$ cat src/rtl/control_sequencer.sv
// Hardwired control sequencer for a simple bus-based CPU.
// Drives fetch/decode/execute enables from a T-state FSM.
module control_sequencer #(
  parameter int IR_WIDTH    = 32,
  parameter int OPC_LSB     = 27,
  parameter int MEM_TIMEOUT = 15
) (
  input  logic                Clock,
  input  logic                Clear,
  input  logic [IR_WIDTH-1:0] IR,
  input  logic                CON,
  input  logic                Mem_ready,
  output logic                PCout,
  output logic                ZLowout,
  output logic                MDRout,
  output logic                BAout,
  output logic                Cout,
  output logic                R_out,
  output logic                MAR_enable,
  output logic                MDR_enable,
  output logic                IR_enable,
  output logic                Y_enable,
  output logic                ZLowIn,
  output logic                PC_enable,
  output logic                R_in,
  output logic                CON_enable,
  output logic                IncPC,
  output logic                MDR_read,
  output logic                RAM_write,
  output logic                Gra,
  output logic                Grb,
  output logic                Grc,
  output logic [4:0]          ALU_op,
  output logic                Run,
  output logic                Illegal,
  output logic                Mem_error
);

  localparam logic [3:0] S_RST  = 4'd0;
  localparam logic [3:0] S_T0   = 4'd1;
  localparam logic [3:0] S_T1   = 4'd2;
  localparam logic [3:0] S_T2   = 4'd3;
  localparam logic [3:0] S_T3   = 4'd4;
  localparam logic [3:0] S_T4   = 4'd5;
  localparam logic [3:0] S_T5   = 4'd6;
  localparam logic [3:0] S_T6   = 4'd7;
  localparam logic [3:0] S_T7   = 4'd8;
  localparam logic [3:0] S_HALT = 4'd9;

  localparam int CW = $clog2(MEM_TIMEOUT + 1);

  logic [3:0]    state_q, state_d;
  logic [CW-1:0] wcnt_q, wcnt_d;
  logic          merr_q, merr_d;

  logic [4:0] opc;
  logic       unused_ir;
  assign opc       = IR[OPC_LSB+4:OPC_LSB];
  assign unused_ir = ^IR;

  logic is_ld, is_ldi, is_st, is_alu, is_imm;
  logic is_br, is_jr, is_jal, is_nop, is_halt, legal;
  assign is_ld   = (opc == 5'd0);
  assign is_ldi  = (opc == 5'd1);
  assign is_st   = (opc == 5'd2);
  assign is_alu  = (opc >= 5'd3) && (opc <= 5'd10);
  assign is_imm  = (opc >= 5'd11) && (opc <= 5'd13);
  assign is_br   = (opc == 5'd18);
  assign is_jr   = (opc == 5'd19);
  assign is_jal  = (opc == 5'd20);
  assign is_nop  = (opc == 5'd26);
  assign is_halt = (opc == 5'd27);
  assign legal   = is_ld | is_ldi | is_st | is_alu | is_imm
                 | is_br | is_jr | is_jal | is_nop | is_halt;

  // States that wait on the memory handshake
  logic hold, timeout;
  assign hold    = (state_q == S_T1)
                 | ((state_q == S_T6) & is_ld)
                 | ((state_q == S_T7) & is_st);
  assign timeout = hold & ~Mem_ready
                 & (wcnt_q == CW'(MEM_TIMEOUT));

  always_comb begin
    state_d = state_q;
    unique case (state_q)
      S_RST: state_d = S_T0;
      S_T0:  state_d = S_T1;
      S_T1:  state_d = Mem_ready ? S_T2 : S_T1;
      S_T2: begin
        if (is_nop)       state_d = S_T0;
        else if (is_halt) state_d = S_HALT;
        else              state_d = S_T3;
      end
      S_T3:  state_d = (is_jr | ~legal) ? S_T0 : S_T4;
      S_T4:  state_d = is_jal ? S_T0 : S_T5;
      S_T5:  state_d = (is_ld | is_st | is_br) ? S_T6 : S_T0;
      S_T6: begin
        if (is_ld)      state_d = Mem_ready ? S_T7 : S_T6;
        else if (is_st) state_d = S_T7;
        else            state_d = S_T0;
      end
      S_T7: begin
        if (is_st) state_d = Mem_ready ? S_T0 : S_T7;
        else       state_d = S_T0;
      end
      S_HALT: state_d = S_HALT;
      default: state_d = S_RST;
    endcase
    if (timeout) state_d = S_HALT;
  end

  assign wcnt_d = (hold & ~Mem_ready & ~timeout)
                ? wcnt_q + CW'(1) : '0;
  assign merr_d = merr_q | timeout;

  always_ff @(posedge Clock) begin
    if (!Clear) begin
      state_q <= S_RST;
      wcnt_q  <= '0;
      merr_q  <= 1'b0;
    end else begin
      state_q <= state_d;
      wcnt_q  <= wcnt_d;
      merr_q  <= merr_d;
    end
  end

  assign Mem_error = merr_q;

  always_comb begin
    PCout = 0; ZLowout = 0; MDRout = 0; BAout = 0;
    Cout = 0; R_out = 0; MAR_enable = 0; MDR_enable = 0;
    IR_enable = 0; Y_enable = 0; ZLowIn = 0; PC_enable = 0;
    R_in = 0; CON_enable = 0; IncPC = 0; MDR_read = 0;
    RAM_write = 0; Gra = 0; Grb = 0; Grc = 0;
    ALU_op = 5'b00011; Illegal = 0;
    Run = (state_q != S_RST) && (state_q != S_HALT);
    unique case (state_q)
      S_T0: begin
        PCout = 1; MAR_enable = 1; IncPC = 1; ZLowIn = 1;
      end
      S_T1: begin
        ZLowout = 1; MDR_read = 1; MDR_enable = 1;
        PC_enable = (wcnt_q == '0);
      end
      S_T2: begin
        MDRout = 1; IR_enable = 1;
      end
      S_T3: begin
        if (is_alu | is_imm) begin
          Grb = 1; R_out = 1; Y_enable = 1;
        end else if (is_ld | is_ldi | is_st) begin
          Grb = 1; BAout = 1; Y_enable = 1;
        end else if (is_jal) begin
          Grb = 1; R_in = 1; PCout = 1;
        end else if (is_jr) begin
          Gra = 1; R_out = 1; PC_enable = 1;
        end else if (is_br) begin
          Gra = 1; R_out = 1; CON_enable = 1;
        end else if (!legal) begin
          Illegal = 1;
        end
      end
      S_T4: begin
        if (is_alu) begin
          Grc = 1; R_out = 1; ZLowIn = 1; ALU_op = opc;
        end else if (is_imm) begin
          Cout = 1; ZLowIn = 1;
          ALU_op = (opc == 5'd12) ? 5'b00101 :
                   (opc == 5'd13) ? 5'b00110 : 5'b00011;
        end else if (is_ld | is_ldi | is_st) begin
          Cout = 1; ZLowIn = 1;
        end else if (is_jal) begin
          Gra = 1; R_out = 1; PC_enable = 1;
        end else if (is_br) begin
          PCout = 1; Y_enable = 1;
        end
      end
      S_T5: begin
        if (is_alu | is_imm | is_ldi) begin
          ZLowout = 1; Gra = 1; R_in = 1;
        end else if (is_ld | is_st) begin
          ZLowout = 1; MAR_enable = 1;
        end else if (is_br) begin
          Cout = 1; ZLowIn = 1;
        end
      end
      S_T6: begin
        if (is_ld) begin
          MDR_read = 1; MDR_enable = 1;
        end else if (is_st) begin
          Gra = 1; R_out = 1; MDR_enable = 1;
        end else if (is_br) begin
          ZLowout = 1; PC_enable = CON;
        end
      end
      S_T7: begin
        if (is_ld) begin
          MDRout = 1; Gra = 1; R_in = 1;
        end else if (is_st) begin
          RAM_write = 1;
        end
      end
      default: ALU_op = 5'b00000;
    endcase
  end

endmodule

$ cat config.mk
export PLATFORM = sky130hd
export DESIGN_NAME = control_sequencer
export DESIGN_NICKNAME = d
export VERILOG_FILES = /design/src/rtl/control_sequencer.sv
export SDC_FILE = /design/constraint.sdc
export NUM_CORES = 1
export LEC_CHECK = 0
export ABC_AREA = 1
export CORE_ASPECT_RATIO = 0.5
export CORE_MARGIN = 8
export CORE_UTILIZATION = 35
export DETAILED_ROUTE_END_ITERATION = 8
export HOLD_SLACK_MARGIN = 0.15
export PLACE_DENSITY = 0.76
export SKIP_CTS_REPAIR_TIMING = 1
export SYNTH_ARGS = -nofsm -noshare
export SYNTH_HDL_FRONTEND = slang
export SYNTH_SLANG_ARGS = --single-unit
$ cat constraint.sdc
create_clock -name Clock -period 1.8 [get_ports Clock]
set_clock_uncertainty 0.1 [all_clocks]
set_input_delay 0.36 -clock Clock [delete_from_list [all_inputs] [get_ports Clock]]
set_output_delay 0.36 -clock Clock [all_outputs]
set_load 0.01 [all_outputs]
# ---- Yosys cells after proc, flatten, opt, wreduce, memory -nomap -nowiden
# Cells that the tools add are included.
dict set report word_totals {
  input_bits 36
  register_bits 9
  out_inout_bits 28
  elab_cells 158
}
dict set report classes {
  magnitude_cmp 4
  n_eq_ne 20
  n_addsub 1
  n_reduce_logical 10
  muxes 93
  n_bitwise 26
}
# operator count
set op_table {}
lappend op_table {{$mux 1} 63}
lappend op_table {{$pmux 4 s10} 1}
lappend op_table {{$mux 4} 8}
lappend op_table {{$eq 5x5->1 const B} 5}
lappend op_table {{$mux 3} 6}
lappend op_table {{$or 1x1->1} 17}
lappend op_table {{$eq 4x3->1 const B} 4}
lappend op_table {{$pmux 1 s3} 5}
lappend op_table {{$eq 4x4->1 const B} 3}
lappend op_table {{$pmux 1 s2} 6}
lappend op_table {{$eq 5x4->1 const B} 2}
lappend op_table {{$le 5x4->1 const B} 2}
lappend op_table {{$pmux 5 s2} 1}
lappend op_table {{$eq 4x2->1 const B} 2}
lappend op_table {{$logic_not 4->1} 2}
lappend op_table {{$reduce_or 7->1} 1}
lappend op_table {{$and 1x1->1} 5}
lappend op_table {{$eq 5x1->1 const B} 1}
lappend op_table {{$eq 5x2->1 const B} 1}
lappend op_table {{$ge 5x2->1 const B} 1}
lappend op_table {{$ge 5x4->1 const B} 1}
lappend op_table {{$logic_not 5->1} 1}
lappend op_table {{$mux 5} 1}
lappend op_table {{$pmux 1 s5} 1}
lappend op_table {{other kinds (9)} 14}

# ---- Depth between registers and ports, before layout
dict set report depth {
  depth_word 17
  mapped_depth 11
  ltp_nobuf 10
}

# ---- Least setup slack after synthesis
# No wires, ideal clock.
dict set report synth_path {
  kind {reg2out}
  start {register state_q[0]}
  end {output ALU_op[2]}
  path_slack_ns 0.004
  arrival_time_ns 1.336
  n_path_buf 0
  path_stages_with_launch 5
  t_required_ns 1.340
  path_cell_list {dfxtp_1 > inv_1 > nor2_1 > nand2_2 > a2111oi_0}
}
dict set report synth_between {
  elab_chain_len 3
  word_cells_on_any_way 10
  classes_between {eq/ne: 8; mux: 1; reduce/logical: 1}
}
# item line_no
set synth_rtl {}
lappend synth_rtl {{start, declared} 52} ;# logic [3:0] state_q, state_d;
lappend synth_rtl {{start signal, assigned} 123} ;# state_q <= state_d;
lappend synth_rtl {{$eq 4x2->1, or another cell as far along} 139} ;# unique case (state_q)
lappend synth_rtl {{$reduce_or 7->1 (no source line)} -}
lappend synth_rtl {{$pmux 5 s2 *} 139}
lappend synth_rtl {{end, declared} 33} ;# output logic [4:0] ALU_op,
# Every way passes the cells marked *; elsewhere a longest branch is shown, timed or not.

# ---- Worst setup path after layout
dict set report layout_path {
  start {register state_q[2]}
  end {output ZLowIn}
}
dict set report layout_between {
  elab_chain_len 2
  word_cells_on_any_way 4
  classes_between {eq/ne: 3; mux: 1}
}
# item line_no
set layout_rtl {}
lappend layout_rtl {{$eq 4x3->1 or $eq 4x1->1 (tied branches)} 139}
lappend layout_rtl {{$pmux 1 s3 *} 139}
lappend layout_rtl {{end, declared} 23} ;# output logic ZLowIn,
# Marked as above.

==> impl_metrics.json <==
{
  "clkTransAtPathRegs_ns": 0.04,
  "synth_ff_type": "dfxtp_1",
  "vias": 1758,
  "sw_frac_of_total_pct": 40.4,
  "drv_slew": 0,
  "start_util_pct": 36.3,
  "synthCells": 205,
  "vias_per_cell": 4.99,
  "synth_common_cells": "57 x nand2_1, 35 x inv_1, 29 x nor2_1",
  "finalNetCount": 351,
  "peakVddDrop_uv": 532,
  "cp.arrival_ns": 1.65,
  "finalCriticalPeriod_ns": 2.11,
  "fillers": 195,
  "start_kind": "register",
  "cts.path.max_buffers": 2,
  "synth.most_common_cell": "nand2_1",
  "setup_viol": 23,
  "status": "finished, violations left",
  "die_h_um": 55.3,
  "synth_compound_area_share_pct": 9.84,
  "antenna_found_initial": 0,
  "io_buffer_count": 35,
  "area_growth_pct": 108,
  "synthMuxAreaShare_pct": 0,
  "synth_edf_count": 0,
  "yosysTopAreaCell": "nand2_1",
  "worst-endpoint-required_ns": 1.34,
  "routed_wl_um": 5210,
  "grt_usage_pct": 14.5,
  "yosys-top-cells-area": "nand2_1 20%, dfxtp_1 17%, inv_1 12%",
  "clock-sinks": 9,
  "core_area_um2": 2980,
  "synth_fp_nets": 243,
  "p_clk_share_pct": 16.9,
  "hold_class": "reg2reg",
  "synth_top_family_by_area": "simple AND/OR/NAND/NOR gates",
  "hpwl_um": 3240,
  "finalCritPeriodShare_pct": 117,
  "ys_seq_area_share_pct": 16.7,
  "ios": 64,
  "synth_area_um2": 1080,
  "fin_cells": 352,
  "final_core_util_pct": 75.6,
  "min_path_cells": 2,
  "rsz0062_at_grt": "yes",
  "synth_top_area_share_pct": 19.8,
  "dr.pass1.iters": 4,
  "synth_warnings": 0,
  "cap_violations": 0,
  "synth-adder-area-share_pct": 2.31,
  "cts_root_buf": "clkbuf_8",
  "setup_ws_ns": -0.309,
  "antenna_cells": 0,
  "p_comb_share_pct": 64.5,
  "multiInputGateArea_um2": 972,
  "row_count": 14,
  "power.net_switching_mw": 0.560,
  "powerDensity_nw_per_um2": 615,
  "grt-ovfl-total": 0,
  "final-seq-area_um2": 195,
  "p_int_mw": 0.825,
  "cts_tree": "done",
  "tns_ns": -3.39,
  "p_seq_share_pct": 18.6,
  "violations": "negative setup slack",
  "hold_viol": 0,
  "grt_pass1_wl_um": 6380,
  "dp.cells": 332,
  "cp-end-kind": "output pin",
  "power_leakage_nw": 1.31,
  "synth.distinct_cells": 27,
  "first_iter_violations": 151,
  "synth_simple_gate_area_share_pct": 53.8,
  "path_class": "reg2out",
  "worstRegToRegCells": 12,
  "cts-htree-levels": 1,
  "antenna_left": 0,
  "async_flop_share_pct": 0,
  "critPathMaxFanout": 7,
  "ys_seq_elements": 9,
  "routedWlPerCell_um": 14.8,
  "place.gp.congestion": 0.901,
  "drive_gt1_share_pct": 54.5,
  "route.detailed.drc": 0,
  "grt_pass1_vias": 1517,
  "cts_made_buffers": 3,
  "synth_xor_area_share_pct": 1.62,
  "dieWidth_um": 94.6,
  "die_area_um2": 5230,
  "synth_area_per_cell_um2": 5.27,
  "grt_start_max_net_pins": 9,
  "worstSkewPairLatency_ns": 0.23,
  "fmax_mhz": 474
}
==> cells by family (layout without fill, tap and decap cells) <==
kind of cell | Yosys count | count (layout)
buffers and inverters | 43 | 150
AND/OR/NAND/NOR | 129 | 129
adder cells (fa/ha/maj) | 2 | 2
other | 1 | 1
AO/OA/AOI/OAI | 19 | 19
XOR/XNOR | 2 | 2
flip-flops | 9 | 9
==> stage by stage <==
step                hold WS [ns]  power (mW)  cell area [um2]  worst slack [ns]
finish                     0.352        1.39             2250            -0.309
detailed placement         0.347       0.964             1870            -0.983
CTS                        0.359        1.21             1920            -0.986
floorplan                  0.330       0.527             1080           0.00369
global placement           0.342       0.951             1870            -0.907
global route               0.394        1.47             2250            -0.364
==> final timing paths <==
path	start	end	slack [ns]
setup / recovery	state_q[2]	ZLowIn	-0.31
hold / removal	Mem_error	Mem_error	0.35
setup reg to reg	state_q[2]	wcnt_q[2]	0.11
hold reg to reg	Mem_error	Mem_error	0.35
==> power by group through the flow <==
| stage | clock, mW | sequential (mW) | combinational (mW) |
|---|---|---|---|
| after CTS | 0.243 | 0.234 | 0.729 |
| after global routing | 0.256 | 0.260 | 0.951 |
| final | 0.234 | 0.258 | 0.895 |
| after detailed placement | 0 | 0.238 | 0.726 |
| after floorplan | 0 | 0.234 | 0.293 |
| after global placement | 0 | 0.237 | 0.714 |
==> cell type report <==
cell class / count / area share, %
Multi-Input combinational cell: 153 / 43.2
Clock buffer: 4 / 2.00
Timing Repair Buffer: 105 / 36.8
Tap cell: 40 / 2.22
Sequential cell: 9 / 8.67
Inverter: 41 / 7.17
==> routing by layer <==
| metal | GRT usage, % | wire length [um] | vias up |
|---|---|---|---|
| met5 | 0 | 0 | - |
| li1 | - | - | 848 |
| met3 | 2.29 | 363 | 22 |
| met4 | 4.63 | 186 | 0 |
| met1 | 18.1 | 2030 | 818 |
| met2 | 24.6 | 2630 | 70 |
==> critical path: stages (launching register included) <==
cell      delay (ns)
dfxtp_4         0.37
inv_4           0.04
nor2_4          0.16
buf_12          0.14
nand2_8         0.08
buf_4           0.16
buf_4           0.12
o211ai_1        0.17
buf_2           0.17
==> sequential cells by signal, summed over array words and instances, names as in the netlist <==
register / flops
state_q: 4
wcnt_q: 4
Mem_error: 1
==> cells in the final DEF, fill, tap and decap left out, drive strengths merged <==
cell | netlist | routed
buf | 2 | 91
nand2 | 63 | 63
inv | 41 | 41
nor2 | 36 | 36
nand3 | 22 | 22
clkbuf | 0 | 11
dfxtp | 9 | 9
o21ai | 9 | 9
a21oi | 6 | 6
clkdlybuf4s50 | 0 | 4
nand4 | 3 | 3
dlymetal6s2s | 0 | 3
nor3 | 3 | 3
o211ai | 2 | 2
ha | 2 | 2
nand3b | 1 | 1
nor4 | 1 | 1
a2111oi | 1 | 1
xnor2 | 1 | 1
a22oi | 1 | 1
xor2 | 1 | 1
conb | 1 | 1
Power figures use the tool's default switching activity.
